[config.mk]
export PLATFORM = sky130hd
export DESIGN_NAME = vga_sync_640x480
export DESIGN_NICKNAME = d
export VERILOG_FILES = /design/src/rtl/vga_timing_pkg.sv /design/src/rtl/vga_axis_counter.sv /design/src/rtl/vga_sync_640x480.sv
export SDC_FILE = /design/constraint.sdc
export NUM_CORES = 1
export LEC_CHECK = 0
export CORE_AREA = 2 2 60 62
export CTS_BUF_LIST = sky130_fd_sc_hd__clkbuf_16
export DETAILED_ROUTE_END_ITERATION = 10
export DIE_AREA = 0 0 62 64
export PLACE_DENSITY = 0.88
export SETUP_SLACK_MARGIN = 0.05
export SYNTH_ARGS = -nofsm -noshare
export SYNTH_HDL_FRONTEND = slang
export SYNTH_SLANG_ARGS = --single-unit
[constraint.sdc]
create_clock -name clk_25mhz -period 5.4 [get_ports clk_25mhz]
set_clock_uncertainty 0.1 [all_clocks]
set_input_delay 1.08 -clock clk_25mhz [delete_from_list [all_inputs] [get_ports clk_25mhz]]
set_output_delay 1.08 -clock clk_25mhz [all_outputs]
set_load 0.03 [all_outputs]
[src/rtl/vga_timing_pkg.sv]
// vga_timing_pkg: default 640x480@60 raster constants and derived totals.
`timescale 1ns/1ps
package vga_timing_pkg;
    localparam int CNT_W = 10;

    localparam int DEF_H_VISIBLE = 640;
    localparam int DEF_H_FRONT   = 16;
    localparam int DEF_H_SYNC    = 96;
    localparam int DEF_H_BACK    = 48;
    localparam int DEF_V_VISIBLE = 480;
    localparam int DEF_V_FRONT   = 10;
    localparam int DEF_V_SYNC    = 2;
    localparam int DEF_V_BACK    = 33;

    function automatic int axis_total(int visible, int front, int sync, int back);
        return visible + front + sync + back;
    endfunction

    localparam int DEF_H_TOTAL = axis_total(DEF_H_VISIBLE, DEF_H_FRONT, DEF_H_SYNC, DEF_H_BACK);
    localparam int DEF_V_TOTAL = axis_total(DEF_V_VISIBLE, DEF_V_FRONT, DEF_V_SYNC, DEF_V_BACK);
endpackage

[src/rtl/vga_axis_counter.sv]
// vga_axis_counter: one raster axis; counts on advance, wraps at the axis total
// and decodes the visible and sync phases from the live count.
`timescale 1ns/1ps
module vga_axis_counter
    import vga_timing_pkg::*;
#(
    parameter int VISIBLE = DEF_H_VISIBLE,
    parameter int FRONT   = DEF_H_FRONT,
    parameter int SYNC    = DEF_H_SYNC,
    parameter int BACK    = DEF_H_BACK
) (
    input  logic             clk_25mhz,
    input  logic             rst,
    input  logic             advance,
    output logic [CNT_W-1:0] count,
    output logic             wrap,
    output logic             visible,
    output logic             sync_phase
);
    localparam logic [CNT_W-1:0] LAST    = CNT_W'(axis_total(VISIBLE, FRONT, SYNC, BACK) - 1);
    localparam logic [CNT_W-1:0] VIS_END = CNT_W'(VISIBLE);
    localparam logic [CNT_W-1:0] SYNC_LO = CNT_W'(VISIBLE + FRONT);
    localparam logic [CNT_W-1:0] SYNC_HI = CNT_W'(VISIBLE + FRONT + SYNC - 1);

    always_ff @(posedge clk_25mhz or posedge rst)
        if (rst)
            count <= '0;
        else if (advance)
            count <= wrap ? '0 : count + 1'b1;

    always_comb begin
        wrap       = advance && count == LAST;
        visible    = count < VIS_END;
        sync_phase = count >= SYNC_LO && count <= SYNC_HI;
    end
endmodule

[src/rtl/vga_sync_640x480.sv]
// vga_sync_640x480: raster timing generator; two axis counters feed one output
// register stage so every output for a counter pair appears on the same edge.
`timescale 1ns/1ps
module vga_sync_640x480
    import vga_timing_pkg::*;
#(
    parameter int   H_VISIBLE   = DEF_H_VISIBLE,
    parameter int   H_FRONT     = DEF_H_FRONT,
    parameter int   H_SYNC      = DEF_H_SYNC,
    parameter int   H_BACK      = DEF_H_BACK,
    parameter int   V_VISIBLE   = DEF_V_VISIBLE,
    parameter int   V_FRONT     = DEF_V_FRONT,
    parameter int   V_SYNC      = DEF_V_SYNC,
    parameter int   V_BACK      = DEF_V_BACK,
    parameter logic SYNC_ACTIVE = 1'b0
) (
    input  logic             clk_25mhz,
    input  logic             rst,
    output logic             hsync,
    output logic             vsync,
    output logic             video_on,
    output logic [CNT_W-1:0] pixel_x,
    output logic [CNT_W-1:0] pixel_y,
    output logic             line_start,
    output logic             frame_start
);
    logic [CNT_W-1:0] h_cnt, v_cnt;
    logic h_wrap, h_vis, h_sync, v_vis, v_sync, v_wrap_unused;

    vga_axis_counter #(
        .VISIBLE(H_VISIBLE), .FRONT(H_FRONT), .SYNC(H_SYNC), .BACK(H_BACK)
    ) u_h (
        .clk_25mhz (clk_25mhz),
        .rst       (rst),
        .advance   (1'b1),
        .count     (h_cnt),
        .wrap      (h_wrap),
        .visible   (h_vis),
        .sync_phase(h_sync)
    );

    // Vertical axis steps once per completed line.
    vga_axis_counter #(
        .VISIBLE(V_VISIBLE), .FRONT(V_FRONT), .SYNC(V_SYNC), .BACK(V_BACK)
    ) u_v (
        .clk_25mhz (clk_25mhz),
        .rst       (rst),
        .advance   (h_wrap),
        .count     (v_cnt),
        .wrap      (v_wrap_unused),
        .visible   (v_vis),
        .sync_phase(v_sync)
    );

    always_ff @(posedge clk_25mhz or posedge rst)
        if (rst) begin
            hsync       <= ~SYNC_ACTIVE;
            vsync       <= ~SYNC_ACTIVE;
            video_on    <= 1'b0;
            pixel_x     <= '0;
            pixel_y     <= '0;
            line_start  <= 1'b0;
            frame_start <= 1'b0;
        end else begin
            hsync       <= h_sync ? SYNC_ACTIVE : ~SYNC_ACTIVE;
            vsync       <= v_sync ? SYNC_ACTIVE : ~SYNC_ACTIVE;
            video_on    <= h_vis && v_vis;
            pixel_x     <= h_cnt;
            pixel_y     <= v_cnt;
            line_start  <= h_cnt == '0;
            frame_start <= h_cnt == '0 && v_cnt == '0;
        end
endmodule

==> results.cfg, run 1 <==
[synthesis]
async_flop_share = 1.00
yosys.area_share.simple = 0.189
yosys-mux-area-fraction = 0
syn-cell-area_sq_mm = 0.00176
synth-compound-area-share = 0.0633
synth.distinct_cells = 34
synthCells = 143
yosys_register_bits = 45
post_synth_fa_ha_maj_area_fraction = 0.0356
synth-seq-area-share = 0.642
dominantRegCellSynth = sky130_fd_sc_hd__dfrtp_1
postSynthAreaPerCell_sq_um = 12.3
synth_edf_count = 0
ys_warns = 0
synth_top_family_by_area = simple AND/OR/NAND/NOR gates
synth_nets = 150
synthXorXnorAreaFrac = 0.0498

[worst_setup_path]
worst_path_dominant_cell_family = buffers and inverters
path_cells = clkdlybuf4s50_1
r2r.worst_path.cells = 6
critical_path_arrival_ns = 1.46
timing.critical_path.to_type = output port
highest_delay_cell_along_the_critical_path = sky130_fd_sc_hd__clkdlybuf4s50_1
timing.critical_path.buf_inv = 1
critical_path_peak_fanout = 1
crit_cells = 1
setup.worst_path.class = reg -> out
cp-start-kind = flop
max_stage_delay_ns = 0.66
critical_path_required_ns = 4.22

[cts]
number_of_clock_sinks = 45
cts_hold_repair.buffers = 0
root_buffer = sky130_fd_sc_hd__clkbuf_16
cts.repair.resized = 0
numCtsBuffers = 5
h_tree_level_count = 2
cts_tree = built
max-clock-path-buffers = 2
cts_setup_buffers = 0
clk-insertion-delay-late_ns = 0.28
worst_setup_hold_path_clk_slew_ns = 0.06

[hold_path]
holdPathStages = 0
min-delay-path-class = reg -> reg

[timing]
final.min_clock_period_ns = 2.64
finalCritPeriodShare = 0.489
final-hold-violation-count = 0
slew_headroom = 0.509
report.final.setup_viol = 0
fmaxAchievable_mhz = 379
final-max-slew-violation-count = 0
worst-slew-pin-transition_ns = 0.727
setup_total_negative_slack_ns = 0
grt_setup_unrepaired = no
post-route-worst-setup-slack_ns = 2.76

[floorplanning]
placement_rows = 21
core_region_area_sq_mm = 0.00328
ioPinCount = 27
fp.dieH_um = 64
initial_utilization = 0.535
floorplan.die_area_sq_mm = 0.00397
die_w_um = 62

[run_status]
outcome = complete, no violations

[detailed_routing]
finalWirelength_um = 3540
route.antenna.remaining_nets = 0
length_of_the_first_detailed_routing_pass_in_iterations = 4
vias = 1252
detail_route.wl_per_cell_um = 15.9
route.detailed.vias_per_inst = 5.64
drc_errors = 0
drt_first_iter_violations = 77

[cells_and_area]
seqCellArea_sq_mm = 0.00113
nFillCells = 227
share_of_post_route_cells_with_drive_strength_above_1 = 0.0909
multi_input_logic_area_sq_um = 594
final_net_count = 182
area_growth_syn_to_layout_pct = 27.3
antenna_cells = 0

[placed_design]
finalWeightedCongestion = 0.885
placement.io_buffers = 26
dpl.hpwl_um = 2170
dp_slack_ns = 3.06

[grt]
antenna_found_initial = 0
globalRouteOverflowTotal = 0
grt_pass1_vias = 1210
grt_max_degree = 46
grt_pass1_wl_um = 5890
busiest_layer = met2
globalRouteMet2Util = 0.328
global_route.usage.met3 = 0.0547
global_route.usage.total = 0.209
grtUsageMet1 = 0.260

[pwr]
power.density_cell_area_mw_per_mm2 = 305
leak_pwr_nw = 1.02
irDropWorstVdd_mv = 0.146

[job]
max_cap_violations = 0
==> Yosys cell counts, types with 2 or more instances <==
master / count / area share
sky130_fd_sc_hd__dfrtp_1: 43 / 0.61
sky130_fd_sc_hd__xnor2_1: 3 / 0.015
sky130_fd_sc_hd__and2_1: 3 / 0.011
sky130_fd_sc_hd__xor2_1: 7 / 0.035
sky130_fd_sc_hd__ha_1: 5 / 0.036
sky130_fd_sc_hd__nand2_1: 13 / 0.028
sky130_fd_sc_hd__o21ai_0: 11 / 0.031
sky130_fd_sc_hd__a21oi_1: 2 / 0.0057
sky130_fd_sc_hd__nor3_1: 3 / 0.0085
sky130_fd_sc_hd__nor2_1: 10 / 0.021
sky130_fd_sc_hd__nor4b_1: 2 / 0.010
sky130_fd_sc_hd__inv_1: 6 / 0.013
sky130_fd_sc_hd__or4_1: 3 / 0.013
sky130_fd_sc_hd__and4_1: 2 / 0.010
sky130_fd_sc_hd__nand3_1: 9 / 0.026
sky130_fd_sc_hd__and3_2: 2 / 0.0085
sky130_fd_sc_hd__dfstp_2: 2 / 0.030
==> cell type report <==
type                            instances  share of cell area
Clock buffer                            5              0.0559
Inverter                                6              0.0101
Timing Repair Buffer                   27               0.120
Tap cell                               46              0.0257
Clock inverter                          3              0.0185
Multi-Input combinational cell         90               0.266
Sequential cell                        45               0.504
==> flip-flops by register name, summed over array words and instances (netlist names) <==
signal and cells:
line_start 1, frame_start 1, u_v.count 10, vsync 1, u_h.count 10, pixel_y 10
hsync 1, pixel_x 10, video_on 1
==> where the power goes <==
part           leakage [nW]  switching (mW)  total (mW)  internal, mW
clock                0.0775           0.121       0.337         0.216
combinational         0.346         0.00625     0.00740       0.00116
sequential            0.593               0       0.337         0.337
==> path summary, 6_finish.rpt <==
path	startpoint	to	slack (ns)
setup reg to reg	u_v.count[0]	u_v.count[3]	3.08
max in group asynchronous	rst	hsync	3.66
setup / recovery	vsync	vsync	2.76
hold reg to reg	u_h.count[1]	pixel_x[1]	0.35
min in group asynchronous	rst	u_v.count[6]	1.14
hold / removal	u_h.count[1]	pixel_x[1]	0.35
==> logic make-up after synthesis <==
logic type / Yosys count
xor gates and xnor gates: 10
buffers and inverters: 8
adders and majority gates: 5
AOI/OAI and AO/OA: 19
and+or+nand+nor: 56
DFF: 45
==> placed cells by master, fill, tap and decap left out, drive strengths merged, types with 2 or more instances in the layout <==
master          n
nand2          13
dfrtp          43
clkdlybuf4s50  26
xnor2           3
nor4b           3
inv             6
or4             3
nand3           9
a21oi           2
ha              5
dfstp           2
nor3            3
and3            3
nor2           10
clkbuf          5
nand4           2
and4            3
and2            3
xor2            7
o21ai          11
==> through the flow <==
step	hold slack [ns]	cells	utilization	cell area, sq um	total power, mW
2_1_floorplan	0.252	143	-	1760	0.348
3_3_place_gp	0.336	214	0.630	2070	0.351
3_5_place_dp	0.339	214	0.630	2070	0.351
4_1_cts	0.350	222	0.681	2240	0.685
5_1_grt	0.374	222	0.681	2240	0.702
6_report	0.349	222	0.681	2240	0.682
==> layer usage <==
metal  wire length [um]  part of all wire
met3                190             0.054
met1               1430              0.40
met4                 87             0.025
met5                  0                 0
met2               1830              0.52
Note: power is estimated with default switching activity, not from simulation.
==> run 2, diff against run 1 <==
CORE_AREA = 2 2 62 64   (was 2 2 60 62)
DIE_AREA = 0 0 64 66   (was 0 0 62 64)
PLACE_DENSITY = 0.83   (was 0.88)
clock period = 2.7 ns   (was 5.4 ns; I/O delays follow)
==> results.cfg, run 2 (synthesis gave the netlist of run 1 again) <==
[run_status]
outcome = complete, no violations

[cts]
worst_setup_hold_path_clk_slew_ns = 0.06
h_tree_level_count = 2
cts_hold_repair.buffers = 0
numCtsBuffers = 5
max-clock-path-buffers = 2
number_of_clock_sinks = 45
clk-insertion-delay-late_ns = 0.29
root_buffer = sky130_fd_sc_hd__clkbuf_16
cts_tree = built
cts_setup_buffers = 0
cts.repair.resized = 0

[floorplanning]
ioPinCount = 27
initial_utilization = 0.495
floorplan.die_area_sq_mm = 0.00422
core_region_area_sq_mm = 0.00355
placement_rows = 22
die_w_um = 64
fp.dieH_um = 66

[worst_setup_path]
cp-start-kind = flop
timing.critical_path.to_type = flop
critical_path_peak_fanout = 7
rr_startpoint = u_v.count[0]
crit_path_start = u_v.count[0]
r2r_setup_slack_ns = 0.58
timing.critical_path.to = u_v.count[3]
critical_path_arrival_ns = 2.20
critical_path_required_ns = 2.78
r2r-end = u_v.count[3]
r2r.worst_path.cells = 6
setup.worst_path.class = reg -> reg

[grt]
grt_pass1_wl_um = 5270
grt_max_degree = 46
grt_pass1_vias = 1178
antenna_found_initial = 0
globalRouteOverflowTotal = 0
global_route.usage.total = 0.171

[timing]
setup_total_negative_slack_ns = 0
post-route-worst-setup-slack_ns = 0.581
final-hold-violation-count = 0
slew_headroom = 0.592
final-max-slew-violation-count = 0
fin_worst_hold_slack_ns = 0.362
grt_setup_unrepaired = no
finalCritPeriodShare = 0.785
report.final.setup_viol = 0
fmaxAchievable_mhz = 472
worst-slew-pin-transition_ns = 0.603
final.min_clock_period_ns = 2.12

[cells_and_area]
nFillCells = 267
final_net_count = 182
area_growth_syn_to_layout_pct = 26.3
finalNonFillerCells = 224
antenna_cells = 0
share_of_post_route_cells_with_drive_strength_above_1 = 0.0966
finish.instance_area_sq_mm = 0.00222
leading_cell_types_in_the_layout_fill_and_taps_excluded = sky130_fd_sc_hd__dfrtp_1, sky130_fd_sc_hd__clkdlybuf4s50_1, sky130_fd_sc_hd__nand2_1, sky130_fd_sc_hd__o21ai_0, sky130_fd_sc_hd__nor2_1
layout.cells.most_common = sky130_fd_sc_hd__dfrtp_1

[placed_design]
finalWeightedCongestion = 0.879
post_dp_cell_area_sq_mm = 0.00207
dpl.hpwl_um = 2080
placement.io_buffers = 26
placed_cells = 216
dp_slack_ns = 0.589

[detailed_routing]
finalWirelength_um = 3150
vias = 1179
detail_route.wl_per_cell_um = 14.1
drt_first_iter_violations = 70
drc_errors = 0
route.antenna.remaining_nets = 0
route.detailed.vias_per_inst = 5.26
length_of_the_first_detailed_routing_pass_in_iterations = 4

[job]
max_cap_violations = 0

[pwr]
irDropWorstVdd_mv = 0.388
power.density_cell_area_mw_per_mm2 = 577
leak_pwr_nw = 1.01

[hold_path]
min-delay-path-class = reg -> reg
==> run 2: cell types whose count changed in the layout (fill, tap and decap cells not counted), sizes merged <==
cell    before  now
bufinv       1    0
inv          6    7
==> run 2: cell type report <==
cell class | count | area (sq um) | area share
clock buffer | 5 | 125 | 0.0564
timing repair buffer | 27 | 268 | 0.121
multi-input combinational | 90 | 594 | 0.268
tap | 48 | 60.1 | 0.0271
inverter | 6 | 22.5 | 0.0101
sequential | 45 | 1130 | 0.508
clock inverter | 3 | 21.3 | 0.00958
==> run 2: through the flow <==
stage	util	total power, mW
2_1_floorplan	-	0.697
3_3_place_gp	0.584	0.701
3_5_place_dp	0.584	0.702
4_1_cts	0.625	1.29
5_1_grt	0.625	1.33
6_report	0.625	1.28
==> run 2: routing by layer <==
metal  share of wire  track usage
met1            0.42        0.198
met2            0.48        0.267
met3           0.038       0.0273
met4           0.059        0.168
met5               0            0
==> run 2: worst max-delay path: stages, from the launching register on <==
cell	delay, ns
sky130_fd_sc_hd__dfrtp_1	0.44
sky130_fd_sc_hd__inv_1	0.12
sky130_fd_sc_hd__ha_1	0.15
sky130_fd_sc_hd__nor4b_1	0.51
sky130_fd_sc_hd__nand3_1	0.26
sky130_fd_sc_hd__a32o_1	0.30
sky130_fd_sc_hd__a21o_1	0.15
==> run 2: how the worst min path moves through the flow <==
stage            startpoint    endpoint  cells after the start
2_1_floorplan  u_h.count[4]  pixel_x[4]                      0
3_3_place_gp   u_h.count[1]  pixel_x[1]                      0
3_5_place_dp   u_v.count[8]  pixel_y[8]                      0
4_1_cts        u_v.count[8]  pixel_y[8]                      0
5_1_grt        u_v.count[8]  pixel_y[8]                      0
6_report       u_v.count[8]  pixel_y[8]                      0
==> run 2: power breakdown <==
group | switching [mW] | internal (mW)
registers | 0 | 0.675
logic | 0.0121 | 0.00231
clock network | 0.248 | 0.344
total | 0.260 | 1.02
